`config.mk`:
```
export PLATFORM = sky130hd
export DESIGN_NAME = vec_mem_unit
export DESIGN_NICKNAME = d
export VERILOG_FILES = /design/src/rtl/vec_mem_unit.sv
export SDC_FILE = /design/constraint.sdc
export NUM_CORES = 1
export LEC_CHECK = 0
export CAP_MARGIN = 10
export CORE_MARGIN = 3
export CORE_UTILIZATION = 30
export DETAILED_ROUTE_END_ITERATION = 10
export GPL_TIMING_DRIVEN = 1
export HOLD_SLACK_MARGIN = 0.08
export PLACE_DENSITY = 0.52
export SYNTH_ARGS = -nofsm -noshare
export SYNTH_HDL_FRONTEND = slang
export SYNTH_SLANG_ARGS = --single-unit
```
`constraint.sdc`:
```
create_clock -name clk -period 4.89 [get_ports clk]
set_clock_uncertainty 0.15 [all_clocks]
set_input_delay 0.7335 -clock clk [delete_from_list [all_inputs] [get_ports clk]]
set_output_delay 0.7335 -clock clk [all_outputs]
set_load 0.005 [all_outputs]
```
`src/rtl/vec_mem_unit.sv`:
```
// Vector load/store sequencer: moves one LANES x LANE_W vector between the datapath
// and a word-wide data memory, one lane per accepted memory request.
module vec_mem_unit #(
  parameter int unsigned LANES  = 16,
  parameter int unsigned LANE_W = 16,
  parameter int unsigned ADDR_W = 16
) (
  input  logic                      clk,
  input  logic                      rst_n,
  input  logic                      start,
  input  logic [3:0]                opcode,
  input  logic [ADDR_W-1:0]         addr,
  input  logic [LANES*LANE_W-1:0]   st_data,
  output logic                      busy,
  output logic                      done,
  output logic [LANES*LANE_W-1:0]   ld_data,
  output logic [ADDR_W-1:0]         mem_addr,
  output logic                      mem_rd,
  output logic                      mem_wr,
  output logic [LANE_W-1:0]         mem_wdata,
  input  logic [LANE_W-1:0]         mem_rdata,
  input  logic                      mem_ready
);

  localparam int unsigned LANE_CW = $clog2(LANES);
  localparam logic [3:0]  OpVld   = 4'b0100;
  localparam logic [3:0]  OpVst   = 4'b0101;

  typedef enum logic [1:0] {StIdle, StAccess, StDone} state_e;

  state_e                    state_q, state_d;
  logic [LANE_CW-1:0]        lane_q, lane_d;
  logic                      is_vst_q, is_vst_d;
  logic [ADDR_W-1:0]         addr_q, addr_d;
  logic [LANES*LANE_W-1:0]   st_data_q, st_data_d;
  logic [LANES*LANE_W-1:0]   shadow_q, shadow_d;
  logic [LANES*LANE_W-1:0]   ld_data_q, ld_data_d;
  logic                      access;

  always_ff @(posedge clk or negedge rst_n) begin
    if (!rst_n) begin
      state_q   <= StIdle;
      lane_q    <= '0;
      is_vst_q  <= 1'b0;
      addr_q    <= '0;
      st_data_q <= '0;
      shadow_q  <= '0;
      ld_data_q <= '0;
    end else begin
      state_q   <= state_d;
      lane_q    <= lane_d;
      is_vst_q  <= is_vst_d;
      addr_q    <= addr_d;
      st_data_q <= st_data_d;
      shadow_q  <= shadow_d;
      ld_data_q <= ld_data_d;
    end
  end

  always_comb begin
    state_d   = state_q;
    lane_d    = lane_q;
    is_vst_d  = is_vst_q;
    addr_d    = addr_q;
    st_data_d = st_data_q;
    shadow_d  = shadow_q;
    ld_data_d = ld_data_q;
    unique case (state_q)
      StIdle: begin
        if (start && (opcode == OpVld || opcode == OpVst)) begin
          state_d  = StAccess;
          is_vst_d = (opcode == OpVst);
          addr_d   = addr;
          lane_d   = '0;
          if (opcode == OpVst) st_data_d = st_data;
        end
      end
      StAccess: begin
        if (mem_ready) begin
          if (!is_vst_q) begin
            for (int unsigned i = 0; i < LANES; i++) begin
              if (lane_q == LANE_CW'(i)) shadow_d[i*LANE_W +: LANE_W] = mem_rdata;
            end
          end
          lane_d = lane_q + LANE_CW'(1);
          if (lane_q == LANE_CW'(LANES - 1)) begin
            state_d = StDone;
            // Publish the whole vector at once, including the lane captured this cycle.
            if (!is_vst_q) ld_data_d = shadow_d;
          end
        end
      end
      StDone:  state_d = StIdle;
      default: state_d = StIdle;
    endcase
  end

  assign access   = (state_q == StAccess);
  assign busy     = (state_q != StIdle);
  assign done     = (state_q == StDone);
  assign mem_rd   = access && !is_vst_q;
  assign mem_wr   = access && is_vst_q;
  assign mem_addr = access ? addr_q + ADDR_W'(lane_q) : '0;
  assign ld_data  = ld_data_q;

  always_comb begin
    mem_wdata = '0;
    if (mem_wr) begin
      for (int unsigned i = 0; i < LANES; i++) begin
        if (lane_q == LANE_CW'(i)) mem_wdata = st_data_q[i*LANE_W +: LANE_W];
      end
    end
  end

endmodule

```
==> impl_metrics.xml <==
<?xml version="1.0" encoding="UTF-8"?>
<metrics>
  <group name="grt">
    <metric name="globalRouteTotalUtil" unit="%">19.4</metric>
    <metric name="grt_antenna_before_repair" unit="">27</metric>
    <metric name="grt_overflow_total" unit="">0</metric>
    <metric name="first_global_vias" unit="">24600</metric>
    <metric name="grt_max_degree" unit="">97</metric>
    <metric name="global_route_wire_length_before_repair" unit="um">173000</metric>
  </group>
  <group name="layout">
    <metric name="leading_cell_type_in_the_layout_fill_and_taps_excluded" unit="">dfrtp_1</metric>
    <metric name="final-instance-count-excl-fill" unit="">4978</metric>
    <metric name="synthToLayoutAreaGrowth" unit="%">30.4</metric>
    <metric name="top_library_cells_by_usage_in_the_layout_fill_and_taps_aside" unit="">773 x dfrtp_1, 580 x clkdlybuf4s50_1, 496 x mux2_2, 366 x nand2_1, 241 x mux2i_1</metric>
    <metric name="nets" unit="">3696</metric>
    <metric name="drive_above_1_share" unit="%">23.1</metric>
    <metric name="nFillCells" unit="">11100</metric>
  </group>
  <group name="status">
    <metric name="result_of_the_run" unit="">finished, final reports clean</metric>
  </group>
  <group name="route">
    <metric name="detail_route.first_pass.iterations" unit="">5</metric>
    <metric name="via_count" unit="">23900</metric>
    <metric name="postRouteAntennaNets" unit="">0</metric>
    <metric name="routed_wl" unit="um">118000</metric>
    <metric name="routed_via_density" unit="">4.81</metric>
    <metric name="wl_per_cell" unit="um">23.6</metric>
    <metric name="drt_iter0_drc" unit="">1365</metric>
    <metric name="drc" unit="">0</metric>
  </group>
  <group name="timing">
    <metric name="timing.final.hold_violations" unit="">0</metric>
    <metric name="maxClockFrequency" unit="GHz">0.216</metric>
    <metric name="max_slew.worst_pin.slew" unit="ps">966</metric>
    <metric name="finalSetupTns" unit="ps">0</metric>
    <metric name="max-slew-margin-rel" unit="%">35.6</metric>
    <metric name="fin_ws" unit="ps">266</metric>
    <metric name="period_minus_slack" unit="ps">4620</metric>
    <metric name="final.period_utilization" unit="%">94.6</metric>
    <metric name="setup-violations-final" unit="">0</metric>
    <metric name="report.final.slew_viol_count" unit="">0</metric>
    <metric name="unrepaired_setup_endpoints_after_global_routing" unit="">no</metric>
  </group>
  <group name="clock_network">
    <metric name="clk_transition_reported_paths" unit="ps">60</metric>
    <metric name="clock_tree.buffer_depth" unit="">3</metric>
    <metric name="clock_sinks" unit="">775</metric>
    <metric name="cts_buffer_count" unit="">91</metric>
    <metric name="cts.htree.levels" unit="">3</metric>
    <metric name="cts_tree" unit="">done</metric>
    <metric name="clk-insertion-delay-late" unit="ps">660</metric>
    <metric name="cts.root.buffer_cell" unit="">clkbuf_16</metric>
    <metric name="cts.repair_timing.setup_buffer_count" unit="">0</metric>
  </group>
  <group name="floorplan">
    <metric name="design.die.area" unit="sq um">119000</metric>
    <metric name="die-height" unit="um">345</metric>
    <metric name="floorplan.io_pins" unit="">588</metric>
    <metric name="initial_utilization" unit="%">30.5</metric>
    <metric name="area_inside_the_core_boundary" unit="sq um">113000</metric>
    <metric name="rows" unit="">123</metric>
    <metric name="die_w" unit="um">345</metric>
  </group>
  <group name="pwr">
    <metric name="ir_drop" unit="V">0.000276</metric>
    <metric name="total_power" unit="W">0.0260</metric>
    <metric name="pwr_density_cell" unit="nW/um^2">577</metric>
    <metric name="static-leakage-power" unit="nW">19.5</metric>
  </group>
  <group name="synthesis">
    <metric name="yosysUniqueCellTypes" unit="">58</metric>
    <metric name="synthesized_area_per_cell" unit="sq um">12.0</metric>
    <metric name="synthesis.area" unit="sq um">34500</metric>
    <metric name="syn-instance-count" unit="">2867</metric>
    <metric name="seq_area_frac_synth" unit="%">56.1</metric>
    <metric name="yosys_register_bits" unit="">775</metric>
    <metric name="top_reg_cell_synth" unit="">dfrtp_1</metric>
    <metric name="synth_enable_flop_cells" unit="">0</metric>
    <metric name="yosys_warnings" unit="">0</metric>
    <metric name="async_reset_ff_share" unit="%">100</metric>
    <metric name="synth_nets" unit="">3172</metric>
  </group>
  <group name="critical_path">
    <metric name="crit_path_start_kind" unit="">flop</metric>
    <metric name="required" unit="ps">4010</metric>
    <metric name="critical_path.slowest_cell" unit="">dfrtp_1</metric>
    <metric name="timing.critical_path.fanout_max" unit="">28</metric>
    <metric name="critical_path.most_common_cell" unit="">buf_4</metric>
    <metric name="critical_path.cell_chain" unit="">inv_1 &gt; ha_2 &gt; buf_4 &gt; buf_6 &gt; nor2b_1 &gt; buf_4 &gt; a221oi_1 &gt; nor2_1 &gt; a21oi_1 &gt; o22ai_1 &gt; clkdlybuf4s50_1</metric>
    <metric name="cpPeakStageDelay" unit="ps">490</metric>
    <metric name="cp.arrival" unit="ps">3740</metric>
    <metric name="end_kind" unit="">primary output</metric>
    <metric name="worst_path_dominant_cell_family" unit="">buffers and inverters</metric>
    <metric name="timing_worst_setup_path_type" unit="">reg -&gt; out</metric>
    <metric name="critical_path_buf_inv_count" unit="">5</metric>
  </group>
  <group name="place">
    <metric name="dpl.hpwl" unit="um">85000</metric>
    <metric name="io_buffers" unit="">587</metric>
    <metric name="detailedPlace.worstSlack" unit="ps">695</metric>
    <metric name="dp.cells" unit="">4797</metric>
    <metric name="gpl.final_weighted_congestion" unit="">0.877</metric>
  </group>
  <group name="hold_path">
    <metric name="timing.hold.worst.class" unit="">reg -&gt; reg</metric>
  </group>
  <group name="flow_run">
    <metric name="drv.max_cap_violation_count" unit="">0</metric>
  </group>
</metrics>
worst min-delay path: stages (launching register included):
cell and delay, ps:
dfrtp_1 340, nand2_1 50, nand2_1 50
power by group:
part | total (W) | internal [W] | switching [W]
sequential | 0.0106 | 0.00881 | 0.00178
combinational | 0.00845 | 0.00445 | 0.00400
clock | 0.00695 | 0.00415 | 0.00281
total | 0.0260 | 0.0174 | 0.00859
what timing repair did:
item / in CTS / in global routing
endpoints found under the setup margin: 2 / 2
hold buffers: 1 / 0
hold endpoints to repair: 80 / 0
resized for setup: 3 / 3
registers in the layout (all words and copies together) (netlist names):
name and flops:
lane_q 4, is_vst_q 1, st_data_q 256, addr_q 16
ld_data 256, state_q 2, shadow_q 240
worst paths after layout:
check | depth (start not counted) | from | slack, ps | to
max in group asynchronous | 3 | rst_n | 2790 | shadow_q[223]
hold reg to reg | 2 | ld_data[251] | 320 | ld_data[251]
setup / recovery | 11 | lane_q[0] | 270 | mem_wdata[12]
min in group asynchronous | 2 | rst_n | 560 | ld_data[158]
setup reg to reg | 8 | lane_q[0] | 1370 | shadow_q[226]
hold / removal | 2 | ld_data[251] | 320 | ld_data[251]
area by class of cell:
cell class	count	area, sq um	area share, %
Antenna cell	12	30.0	0.0667
Clock buffer	133	2650	5.87
Clock inverter	35	445	0.989
Inverter	8	30.0	0.0667
Multi-Input combinational cell	1837	13900	30.9
Sequential cell	775	19400	43.1
Tap cell	1500	1880	4.17
Timing Repair Buffer	678	6700	14.9
per-stage QoR:
stage | utilization [%] | area, sq um | hold WS, ps
2_1_floorplan | - | 34500 | 288
3_3_place_gp | 36.9 | 41900 | 307
3_5_place_dp | 36.9 | 41900 | 313
4_1_cts | 39.7 | 45000 | 327
5_1_grt | 39.7 | 45000 | 346
6_report | 39.7 | 45000 | 321
logic make-up (layout without fill, tap and decap cells):
kind of cell / count (synthesis) / in the layout / share of synthesized area [%]
AO/OA/AOI/OAI: 476 / 476 / 8.07
buffers and inverters: 255 / 854 / 3.86
AND/OR/NAND/NOR: 601 / 601 / 8.08
other: 0 / 12 / 0
flip-flops: 775 / 775 / 56.1
adder cells (fa/ha/maj): 9 / 9 / 0.348
multiplexers: 737 / 737 / 23.2
XOR/XNOR: 14 / 14 / 0.355
per-layer routing:
layer | global-route usage, % | part of all wire, % | wire (um) | vias to the layer above
met5 | 0 | 0.16 | 187 | -
met3 | 5.22 | 6.5 | 7590 | 171
met2 | 32.8 | 48 | 56600 | 661
met4 | 4.46 | 2.3 | 2680 | 28
li1 | - | - | - | 11200
met1 | 24.7 | 43 | 50500 | 11900
synthesized netlist by cell type (all sizes together), types with 2 or more instances:
master / count / area (sq um)
dfrtp: 775 / 19400
mux2: 496 / 5590
nand2: 380 / 1460
o21ai: 319 / 1630
mux2i: 241 / 2410
buf: 129 / 861
clkbuf: 118 / 443
nor2: 53 / 273
nand3: 46 / 230
a21oi: 34 / 170
nor2b: 32 / 200
a221oi: 27 / 236
nor3b: 26 / 195
o22a: 20 / 175
o22ai: 17 / 106
a211oi: 16 / 120
o31ai: 12 / 90.1
or3: 12 / 75.1
nand3b: 11 / 82.6
o221ai: 10 / 87.6
xor2: 9 / 78.8
ha: 8 / 100
inv: 8 / 30.0
nand2b: 8 / 50.1
nor3: 7 / 40.0
and3: 6 / 37.5
a31o: 5 / 43.8
o2bb2ai: 5 / 43.8
xnor2: 5 / 43.8
and2: 4 / 26.3
a21o: 3 / 22.5
nand4: 3 / 18.8
o21a: 3 / 22.5
or2: 3 / 18.8
and3b: 2 / 17.5
nor4: 2 / 12.5
nor4b: 2 / 17.5
o21bai: 2 / 15.0
(Power assumes the default switching activity.)
